### config.mk
export PLATFORM = sky130hd
export DESIGN_NAME = phase_enable_gen
export DESIGN_NICKNAME = d
export VERILOG_FILES = /design/src/rtl/clk_gen_pkg.sv /design/src/rtl/phase_channel.sv /design/src/rtl/phase_enable_gen.sv
export SDC_FILE = /design/constraint.sdc
export NUM_CORES = 1
export LEC_CHECK = 0
export ABC_AREA = 1
export CAP_MARGIN = 20
export CELL_PAD_IN_SITES_DETAIL_PLACEMENT = 2
export CELL_PAD_IN_SITES_GLOBAL_PLACEMENT = 2
export CORE_ASPECT_RATIO = 0.7
export CORE_MARGIN = 2
export CORE_UTILIZATION = 35
export CTS_CLUSTER_SIZE = 24
export DETAILED_ROUTE_END_ITERATION = 7
export PLACE_DENSITY = 0.84
export SYNTH_ARGS = -nofsm -noshare
export SYNTH_HDL_FRONTEND = slang
export SYNTH_HIERARCHICAL = 1
export SYNTH_SLANG_ARGS = --single-unit
### constraint.sdc
create_clock -name clock -period 2.6 [get_ports clock]
set_input_delay 0.52 -clock clock [delete_from_list [all_inputs] [get_ports clock]]
set_output_delay 0.52 -clock clock [all_outputs]
set_load 0.1 [all_outputs]
### src/rtl/clk_gen_pkg.sv
// Shared defaults and the per-channel configuration record for phase_enable_gen.
package clk_gen_pkg;

  localparam int DIV_W_DEF       = 8;
  localparam int DIV_DEFAULT_DEF = 4;

  typedef struct packed {
    logic [DIV_W_DEF-1:0] div;
    logic [DIV_W_DEF-1:0] phase;
  } ch_cfg_t;

endpackage

### src/rtl/phase_channel.sv
// One divider channel: tick counter, clamped phase compare and registered
// strobe / square-wave outputs.
module phase_channel
  import clk_gen_pkg::*;
#(
  parameter int DIV_W       = DIV_W_DEF,
  parameter int DIV_DEFAULT = DIV_DEFAULT_DEF
) (
  input  logic             clock,
  input  logic             reset,
  input  logic             advance,
  input  logic             resync,
  input  logic             load,
  input  logic [DIV_W-1:0] load_div,
  input  logic [DIV_W-1:0] load_phase,
  output logic             en,
  output logic             clk_out
);

  localparam logic [DIV_W-1:0] DIV_RST = DIV_W'(DIV_DEFAULT);
  localparam logic [DIV_W-1:0] ONE     = DIV_W'(1);
  localparam logic [DIV_W-1:0] ZERO    = DIV_W'(0);

  logic [DIV_W-1:0] div_q, div_d;
  logic [DIV_W-1:0] phase_q, phase_d;
  logic [DIV_W-1:0] cnt_q, cnt_d;
  logic             en_q, en_d;
  logic             clk_out_q, clk_out_d;
  logic [DIV_W-1:0] last_s;
  logic [DIV_W-1:0] phase_eff_s;

  assign last_s      = div_q - ONE;
  assign phase_eff_s = (phase_q > last_s) ? last_s : phase_q;

  // Next-state: config load and resync clear override counting; div=0 parks the channel.
  always_comb begin
    div_d     = div_q;
    phase_d   = phase_q;
    cnt_d     = cnt_q;
    en_d      = 1'b0;
    clk_out_d = clk_out_q;
    if (load) begin
      div_d   = load_div;
      phase_d = load_phase;
    end else begin
      div_d   = div_q;
      phase_d = phase_q;
    end
    if (resync || load) begin
      cnt_d     = ZERO;
      clk_out_d = 1'b0;
    end else if (div_q == ZERO) begin
      cnt_d     = ZERO;
      clk_out_d = 1'b0;
    end else if (advance) begin
      cnt_d     = (cnt_q == last_s) ? ZERO : (cnt_q + ONE);
      en_d      = (cnt_q == phase_eff_s);
      clk_out_d = (cnt_q < (div_q >> 1));
    end else begin
      cnt_d     = cnt_q;
      clk_out_d = clk_out_q;
    end
  end

  // State and output registers with synchronous reset.
  always_ff @(posedge clock) begin
    if (reset) begin
      div_q     <= DIV_RST;
      phase_q   <= ZERO;
      cnt_q     <= ZERO;
      en_q      <= 1'b0;
      clk_out_q <= 1'b0;
    end else begin
      div_q     <= div_d;
      phase_q   <= phase_d;
      cnt_q     <= cnt_d;
      en_q      <= en_d;
      clk_out_q <= clk_out_d;
    end
  end

  assign en      = en_q;
  assign clk_out = clk_out_q;

endmodule

### src/rtl/phase_enable_gen.sv
// Multi-channel enable-strobe generator: decodes configuration writes and fans
// out advance/resync to N_CH independent phase_channel instances.
module phase_enable_gen
  import clk_gen_pkg::*;
#(
  parameter int  N_CH        = 4,
  parameter int  DIV_W       = DIV_W_DEF,
  parameter int  DIV_DEFAULT = DIV_DEFAULT_DEF,
  localparam int CH_W        = (N_CH > 1) ? $clog2(N_CH) : 1
) (
  input  logic             clock,
  input  logic             reset,
  input  logic             run,
  input  logic             step,
  input  logic             resync,
  input  logic             cfg_we,
  input  logic [CH_W-1:0]  cfg_ch,
  input  logic [DIV_W-1:0] cfg_div,
  input  logic [DIV_W-1:0] cfg_phase,
  output logic [N_CH-1:0]  en,
  output logic [N_CH-1:0]  clk_out
);

  logic advance_s;

  // step while running is absorbed: one tick per edge at most.
  assign advance_s = run | step;

  for (genvar i = 0; i < N_CH; i++) begin : g_ch
    logic load_s;
    // Selects beyond N_CH never match, so out-of-range writes are dropped.
    assign load_s = cfg_we && (cfg_ch == CH_W'(i));

    phase_channel #(
      .DIV_W       (DIV_W),
      .DIV_DEFAULT (DIV_DEFAULT)
    ) u_ch (
      .clock      (clock),
      .reset      (reset),
      .advance    (advance_s),
      .resync     (resync),
      .load       (load_s),
      .load_div   (cfg_div),
      .load_phase (cfg_phase),
      .en         (en[i]),
      .clk_out    (clk_out[i])
    );
  end

endmodule
==> insert_results.sql, run 1 <==
INSERT INTO impl_metrics (metric_group, metric, value, unit) VALUES
('logic_synthesis', 'synth_top_area_cell', 'sky130_fd_sc_hd__dfxtp_1', ''),
('finish', 'finish.utilization', '44.2', '%'),
('floorplanning', 'die_h', '130', 'um'),
('floorplanning', 'design.portCount', '32', ''),
('logic_synthesis', 'ys.flop_type', 'sky130_fd_sc_hd__dfxtp_1', ''),
('place', 'post-dp-hpwl', '23100', 'um'),
('setup_path', 'r2r.worst_path.cells', '18', ''),
('route', 'avgRoutedWirePerCell', '21.9', 'um'),
('sta', 'final.setup_skew', '0.00803', 'ns'),
('sta', 'setup_violations', '2', ''),
('route', 'detail_route.vias_per_cell', '5.39', ''),
('cts', 'insertion_delay', '0.37', 'ns'),
('cts', 'cts_root_buffer', 'sky130_fd_sc_hd__clkbuf_16', ''),
('sta', 'final.period_utilization', '101', '%'),
('logic_synthesis', 'yosysUniqueCellTypes', '36', ''),
('cts', 'cts.sinks', '104', ''),
('setup_path', 'timing.critical_path.from_type', 'flop', ''),
('sta', 'fin_crit', '2.64', 'ns'),
('logic_synthesis', 'synth-seq-area-share', '26.2', '%'),
('setup_path', 'critPathSlowestCell', 'sky130_fd_sc_hd__dfxtp_1', ''),
('setup_path', 'critPathCaptureType', 'flop', ''),
('sta', 'final_worst_hold_slack', '0.476', 'ns'),
('setup_path', 'critPathArrivalTime', '2.95', 'ns'),
('cts', 'clockBufferDepth', '2', ''),
('place', 'dp.cells', '1534', ''),
('hold_path', 'holdPathStages', '2', ''),
('logic_synthesis', 'area_share_of_the_largest_cell_type_after_synthesis', '26.2', '%'),
('setup_path', 'critical_path.max_fanout', '8', ''),
('floorplanning', 'die_w', '184', 'um'),
('sta', 'relSlewSlack', '68.1', '%'),
('global_route', 'grt_overflow_total', '0', ''),
('outcome', 'violated_checks', 'setup timing', ''),
('route', 'detail_route.iter0.violations', '430', ''),
('sta', 'timing_worst_slew_pin_value', '0.478', 'ns'),
('logic_synthesis', 'async_reset_ff_share', '0', '%'),
('route', 'route.final.wire_length', '34400', 'um'),
('logic_synthesis', 'synthesis.nets', '1270', ''),
('logic_synthesis', 'synth-seq-cells', '104', ''),
('finish', 'final.fill_count', '2585', ''),
('route', 'drtPass1Iterations', '5', ''),
('power_and_ir_drop', 'totalPowerFinal', '0.00486', 'W'),
('cts', 'tritoncts', 'done', ''),
('setup_path', 'required_worst_endpoint', '2.91', 'ns'),
('power_and_ir_drop', 'p_leak', '4.54', 'nW'),
('finish', 'mostFrequentLayoutCell', 'sky130_fd_sc_hd__nand2_1', ''),
('sta', 'timing.final.hold_violations', '0', ''),
('setup_path', 'most_common_cell_type_on_the_critical_path', 'sky130_fd_sc_hd__nand2_1', ''),
('route', 'drc', '0', ''),
('outcome', 'run_status', 'complete, but fails checks', ''),
('logic_synthesis', 'synth.top_cells.by_area', 'sky130_fd_sc_hd__dfxtp_1 26%, sky130_fd_sc_hd__nand2_1 13%, sky130_fd_sc_hd__ha_1 10%, sky130_fd_sc_hd__nand3_1 6.8%, sky130_fd_sc_hd__inv_1 6.2%', ''),
('finish', 'area_growth_syn_to_layout', '25.1', '%'),
('setup_path', 'slowest_stage_delay_on_critical_path', '0.48', 'ns'),
('place', 'gpl.final_weighted_congestion', '0.865', ''),
('place', 'number_of_buffer_cells_added_on_primary_ports', '31', ''),
('setup_path', 'worst-setup-path-type', 'flop to flop', ''),
('power_and_ir_drop', 'largest_vdd_supply_drop', '0.347', 'mV'),
('global_route', 'first_pass_grt_wire_length', '46300', 'um'),
('cts', 'cts_made_buffers', '9', ''),
('floorplanning', 'starting_density_of_the_core', '35.4', '%'),
('finish', 'finalNetCount', '1343', ''),
('finish', 'final_layout_size_suffix_gt1_share', '22.4', '%'),
('power_and_ir_drop', 'cellPowerDensity', '488', 'nW/um^2'),
('sta', 'worst_slack', '-0.0379', 'ns'),
('floorplanning', 'die_area', '24000', 'sq um'),
('finish', 'instances_no_fill', '1572', ''),
('finish', 'antenna_cells_inserted', '0', ''),
('global_route', 'antenna_violations_before_repair', '0', ''),
('sta', 'achievable-frequency', '379', 'MHz'),
('global_route', 'pin_count_of_the_biggest_net_entering_global_routing', '27', ''),
('route', 'detail-route-antenna-nets', '0', ''),
('flow_run', 'max_cap_violations', '0', '');
[sequential cells by signal, indices dropped and copies added (netlist names)]
register and flops:
g_ch.u_ch/clk_out 4, g_ch.u_ch/phase_q 32, g_ch.u_ch/en 4, g_ch.u_ch/cnt_q 32
g_ch.u_ch/div_q 32
[Yosys cell counts (all sizes together), types with 12 or more instances]
master / instances
o21ai: 79
nand2: 310
nor2: 149
clkbuf: 16
inv: 142
a21oi: 82
dfxtp: 104
nand3: 129
ha: 64
nand4: 12
xor2: 44
[kinds of logic (layout without fill, tap and decap cells)]
kind of cell / after synthesis / in the layout / share of synthesized area, %
DFF: 104 / 104 / 26.2
buffers and inverters: 175 / 253 / 9.02
AOI/OAI and AO/OA: 170 / 170 / 11.2
and+or+nand+nor: 618 / 618 / 36.8
xor gates and xnor gates: 51 / 51 / 6.74
adders and majority gates: 64 / 64 / 10.1
[final timing paths]
| path | startpoint | to | slack [ns] |
|---|---|---|---|
| setup / recovery | g_ch[1].u_ch/div_q[6]$_SDFFE_PP0P_ | g_ch[1].u_ch/en$_SDFF_PP0_ | -0.04 |
| hold / removal | g_ch[2].u_ch/clk_out$_SDFFE_PP0P_ | g_ch[2].u_ch/clk_out$_SDFFE_PP0P_ | 0.48 |
| setup reg to reg | g_ch[1].u_ch/div_q[6]$_SDFFE_PP0P_ | g_ch[1].u_ch/en$_SDFF_PP0_ | -0.04 |
| hold reg to reg | g_ch[2].u_ch/clk_out$_SDFFE_PP0P_ | g_ch[2].u_ch/clk_out$_SDFFE_PP0P_ | 0.48 |
[routing by layer]
metal | global-route usage [%] | up-vias | wire [um]
li1 | - | 3963 | -
met1 | 35.7 | 4266 | 15800
met2 | 41.7 | 191 | 16400
met3 | 3.43 | 54 | 1490
met4 | 3.95 | 0 | 731
met5 | 0 | - | 0
[where the power goes]
part | internal [W] | switching (W) | total [W]
logic | 0.000591 | 0.00106 | 0.00165
clock network | 0.000749 | 0.000713 | 0.00146
registers | 0.00166 | 0.0000895 | 0.00175
[timing repair]
item / in CTS / in global routing
setup buffers: 2 / 20
pin swaps: 3 / 46
resized for setup: 16 / 137
setup endpoints to repair: 4 / 4
[layout make-up]
cell class                 instances  area (sq um)  share of cell area, %
multi-input combinational        903          5770                   58.0
sequential                       104          2110                   21.2
timing repair buffer              85           788                   7.92
inverter                         152           606                   6.08
tap                              312           390                   3.92
clock buffer                      11           233                   2.34
clock inverter                     5          57.6                  0.578
[per-stage QoR]
stage	setup TNS, ns	instance area [sq um]
floorplan	0	7960
global placement	-0.00723	8790
detailed placement	-0.228	8790
CTS	-0.0425	9170
global route	-0.494	9960
finish	-0.0522	9960
[worst max-delay path, delay by kind of cell, from the launching register on]
kind,cells,cell delay (ns)
flops,1,0.48
compound gates,1,0.22
simple gates,13,1.11
fa+ha+maj,1,0.31
buf+inv,3,0.43
No activity file was read; power rests on OpenSTA's default activity.
==> run 2: changes to the inputs <==
--- a/config.mk
+++ b/config.mk
@@ -9,7 +9,7 @@
 export CAP_MARGIN = 20
 export CELL_PAD_IN_SITES_DETAIL_PLACEMENT = 2
 export CELL_PAD_IN_SITES_GLOBAL_PLACEMENT = 2
-export CORE_ASPECT_RATIO = 0.7
+export CORE_ASPECT_RATIO = 1.4
 export CORE_MARGIN = 2
 export CORE_UTILIZATION = 35
 export CTS_CLUSTER_SIZE = 24
==> run 2 against run 1 <==
The run still ends with setup timing left. Clock skew is 0.0080 ns higher. Total power is 0.45% higher. Flip-flop and latch count stayed put. Via count is 2.9% higher. Routed wire length is 12% higher. Sequential share of layout area is 0.54 points higher. Non-clock buffer count is 2 higher. Register-to-register slack worse by 0.06 ns. Clock-buffer cell count is 1 lower. Utilization is 0.98 points lower. First-iteration DRC count is 1.2% lower. Cell area is 2.5% lower. Largest cell class unchanged. Largest power group unchanged.
==> insert_results.sql, run 2 (synthesis gave the netlist of run 1 again) <==
INSERT INTO impl_metrics (metric_group, metric, value, unit) VALUES
('outcome', 'run_status', 'complete, but fails checks', ''),
('outcome', 'violated_checks', 'setup timing', ''),
('finish', 'top_library_cells_by_usage_in_the_layout_fill_and_taps_aside', '268 x sky130_fd_sc_hd__nand2_1, 127 x sky130_fd_sc_hd__inv_1, 115 x sky130_fd_sc_hd__nor2_1', ''),
('sta', 'timing.final.hold_violations', '0', ''),
('place', 'pre_cts_slack', '-0.0180', 'ns'),
('sta', 'timing_worst_slew_pin_value', '0.543', 'ns'),
('cts', 'insertion_delay', '0.39', 'ns'),
('place', 'dpl-instance-area', '8760', 'sq um'),
('global_route', 'first_pass_grt_wire_length', '49500', 'um'),
('power_and_ir_drop', 'largest_vdd_supply_drop', '0.350', 'mV'),
('cts', 'htreeDepth', '3', ''),
('global_route', 'gr_usage_total', '26.3', '%'),
('floorplanning', 'design.portCount', '32', ''),
('global_route', 'antenna_violations_before_repair', '0', ''),
('cts', 'cts.reportedPaths.clkPinSlew', '0.09', 'ns'),
('cts', 'cts.sinks', '104', ''),
('setup_path', 'timing.critical_path.from_type', 'flop', ''),
('cts', 'cts_root_buffer', 'sky130_fd_sc_hd__clkbuf_16', ''),
('setup_path', 'required_worst_endpoint', '2.93', 'ns'),
('route', 'drc', '0', ''),
('place', 'number_of_buffer_cells_added_on_primary_ports', '31', ''),
('setup_path', 'critical_path.max_fanout', '5', ''),
('floorplanning', 'die_area', '24000', 'sq um'),
('hold_path', 'hold_path_startpoint', 'g_ch[3].u_ch/clk_out$_SDFFE_PP0P_', ''),
('global_route', 'met1_capacity_usage_during_global_routing', '28.3', '%'),
('power_and_ir_drop', 'p_leak', '4.51', 'nW'),
('floorplanning', 'placeableCoreArea', '22400', 'sq um'),
('finish', 'multiInputGateArea', '5570', 'sq um'),
('finish', 'final_layout_size_suffix_gt1_share', '20.7', '%'),
('finish', 'final.fill_count', '2655', ''),
('setup_path', 'setup.worst_path.start', 'g_ch[0].u_ch/div_q[4]$_SDFFE_PP0P_', ''),
('route', 'detail_route.vias_per_cell', '5.58', ''),
('finish', 'antenna_cells_inserted', '0', ''),
('place', 'gpl.final_weighted_congestion', '0.874', ''),
('global_route', 'met2_usage', '51.2', '%'),
('finish', 'top_regs', 'g_ch.u_ch/cnt_q (32), g_ch.u_ch/div_q (32), g_ch.u_ch/phase_q (32)', ''),
('flow_run', 'max_cap_violations', '0', ''),
('route', 'route.final.wire_length', '38700', 'um'),
('setup_path', 'critPathCaptureType', 'flop', ''),
('floorplanning', 'starting_density_of_the_core', '35.5', '%'),
('finish', 'sequential_cell_area', '2110', 'sq um'),
('sta', 'achievable-frequency', '371', 'MHz'),
('cts', 'tritoncts', 'done', ''),
('cts', 'post_cts_hold_buffer_count', '0', ''),
('global_route', 'via_count_of_the_first_global_routing_pass', '9108', ''),
('sta', 'final.setup_skew', '0.0161', 'ns'),
('power_and_ir_drop', 'totalPowerFinal', '0.00488', 'W'),
('finish', 'finalNetCount', '1345', ''),
('sta', 'worst_slack', '-0.0989', 'ns'),
('cts', 'cts_made_buffers', '9', ''),
('cts', 'clockBufferDepth', '2', ''),
('global_route', 'grt_overflow_total', '0', ''),
('sta', 'fin_crit', '2.70', 'ns'),
('setup_path', 'worst-setup-path-type', 'flop to flop', ''),
('finish', 'mostFrequentLayoutCell', 'sky130_fd_sc_hd__nand2_1', ''),
('setup_path', 'critPathArrivalTime', '3.03', 'ns'),
('floorplanning', 'die_h', '182', 'um'),
('setup_path', 'critical_r2r_launch', 'g_ch[0].u_ch/div_q[4]$_SDFFE_PP0P_', ''),
('sta', 'final.period_utilization', '104', '%'),
('sta', 'setup_violations', '3', ''),
('global_route', 'pin_count_of_the_biggest_net_entering_global_routing', '27', ''),
('floorplanning', 'die_w', '131', 'um'),
('power_and_ir_drop', 'cellPowerDensity', '502', 'nW/um^2'),
('finish', 'layout.cell_area.non_filler', '9710', 'sq um'),
('floorplanning', 'floorplan.rows', '65', ''),
('route', 'detail-route-antenna-nets', '0', ''),
('route', 'num_vias', '8723', ''),
('route', 'drtPass1Iterations', '5', ''),
('route', 'detail_route.iter0.violations', '425', ''),
('sta', 'relSlewSlack', '63.8', '%'),
('route', 'avgRoutedWirePerCell', '24.7', 'um'),
('global_route', 'grt_met3_use', '2.64', '%'),
('place', 'post-dp-hpwl', '24100', 'um'),
('hold_path', 'worst_hold_path_type', 'flop to flop', ''),
('global_route', 'gr-max-usage-layer', 'met2', ''),
('sta', 'slew_violations', '0', ''),
('sta', 'final_worst_hold_slack', '0.473', 'ns'),
('finish', 'area_growth_syn_to_layout', '22.0', '%');
## run 2: layer usage
metal / part of all wire [%] / up-vias / routed length, um
met2: 53 / 223 / 20400
met5: 0 / - / 0
met1: 39 / 4417 / 14900
li1: - / 3962 / -
met4: 5.6 / 0 / 2150
met3: 3.0 / 121 / 1150
## run 2: area by class of cell
cell class | instances | area share (%)
inverter | 152 | 6.20
sequential | 104 | 21.7
tap | 301 | 3.88
clock buffer | 10 | 2.46
timing repair buffer | 87 | 7.72
clock inverter | 6 | 0.670
multi-input combinational | 903 | 57.4
## run 2: worst max-delay path: stages (launching register included)
cell                      delay (ns)
sky130_fd_sc_hd__dfxtp_1        0.40
sky130_fd_sc_hd__nor2_1         0.26
sky130_fd_sc_hd__nand3_2        0.15
sky130_fd_sc_hd__nand2_2        0.10
sky130_fd_sc_hd__nand2_2        0.10
sky130_fd_sc_hd__ha_4           0.28
sky130_fd_sc_hd__nand2_2        0.08
sky130_fd_sc_hd__nor2_2         0.14
sky130_fd_sc_hd__nand4_1        0.22
sky130_fd_sc_hd__buf_6          0.21
sky130_fd_sc_hd__nand3_1        0.08
sky130_fd_sc_hd__nand2_1        0.11
sky130_fd_sc_hd__nor2_1         0.17
sky130_fd_sc_hd__nand2_1        0.09
sky130_fd_sc_hd__nor2_2         0.10
sky130_fd_sc_hd__nand2_1        0.05
sky130_fd_sc_hd__nor2_1         0.09
## run 2: repair_timing
item                       4_1_cts  5_1_grt
pin swaps                        1       34
cloned                           0        2
setup buffers                    0       23
gates resized for setup         10      109
setup endpoints to repair        3        4
## run 2: worst paths after layout
| check | cells after the start | to | slack [ns] |
|---|---|---|---|
| setup / recovery | 16 | g_ch[0].u_ch/en$_SDFF_PP0_ | -0.1 |
| hold / removal | 2 | g_ch[3].u_ch/clk_out$_SDFFE_PP0P_ | 0.47 |
| setup reg to reg | 16 | g_ch[0].u_ch/en$_SDFF_PP0_ | -0.1 |
| hold reg to reg | 2 | g_ch[3].u_ch/clk_out$_SDFFE_PP0P_ | 0.47 |
## run 2: report_power, final
group / switching [W] / internal (W)
clock: 0.000761 / 0.000780
combinational: 0.00103 / 0.000539
sequential: 0.000105 / 0.00166
total: 0.00190 / 0.00298
## run 2: stage by stage
stage	TNS, ns	std cells	utilization, %
2_1_floorplan	0	1182	-
3_3_place_gp	0	1522	39.0
3_5_place_dp	-0.0427	1522	39.0
4_1_cts	0	1538	40.5
5_1_grt	-0.827	1563	43.3
6_report	-0.232	1563	43.3
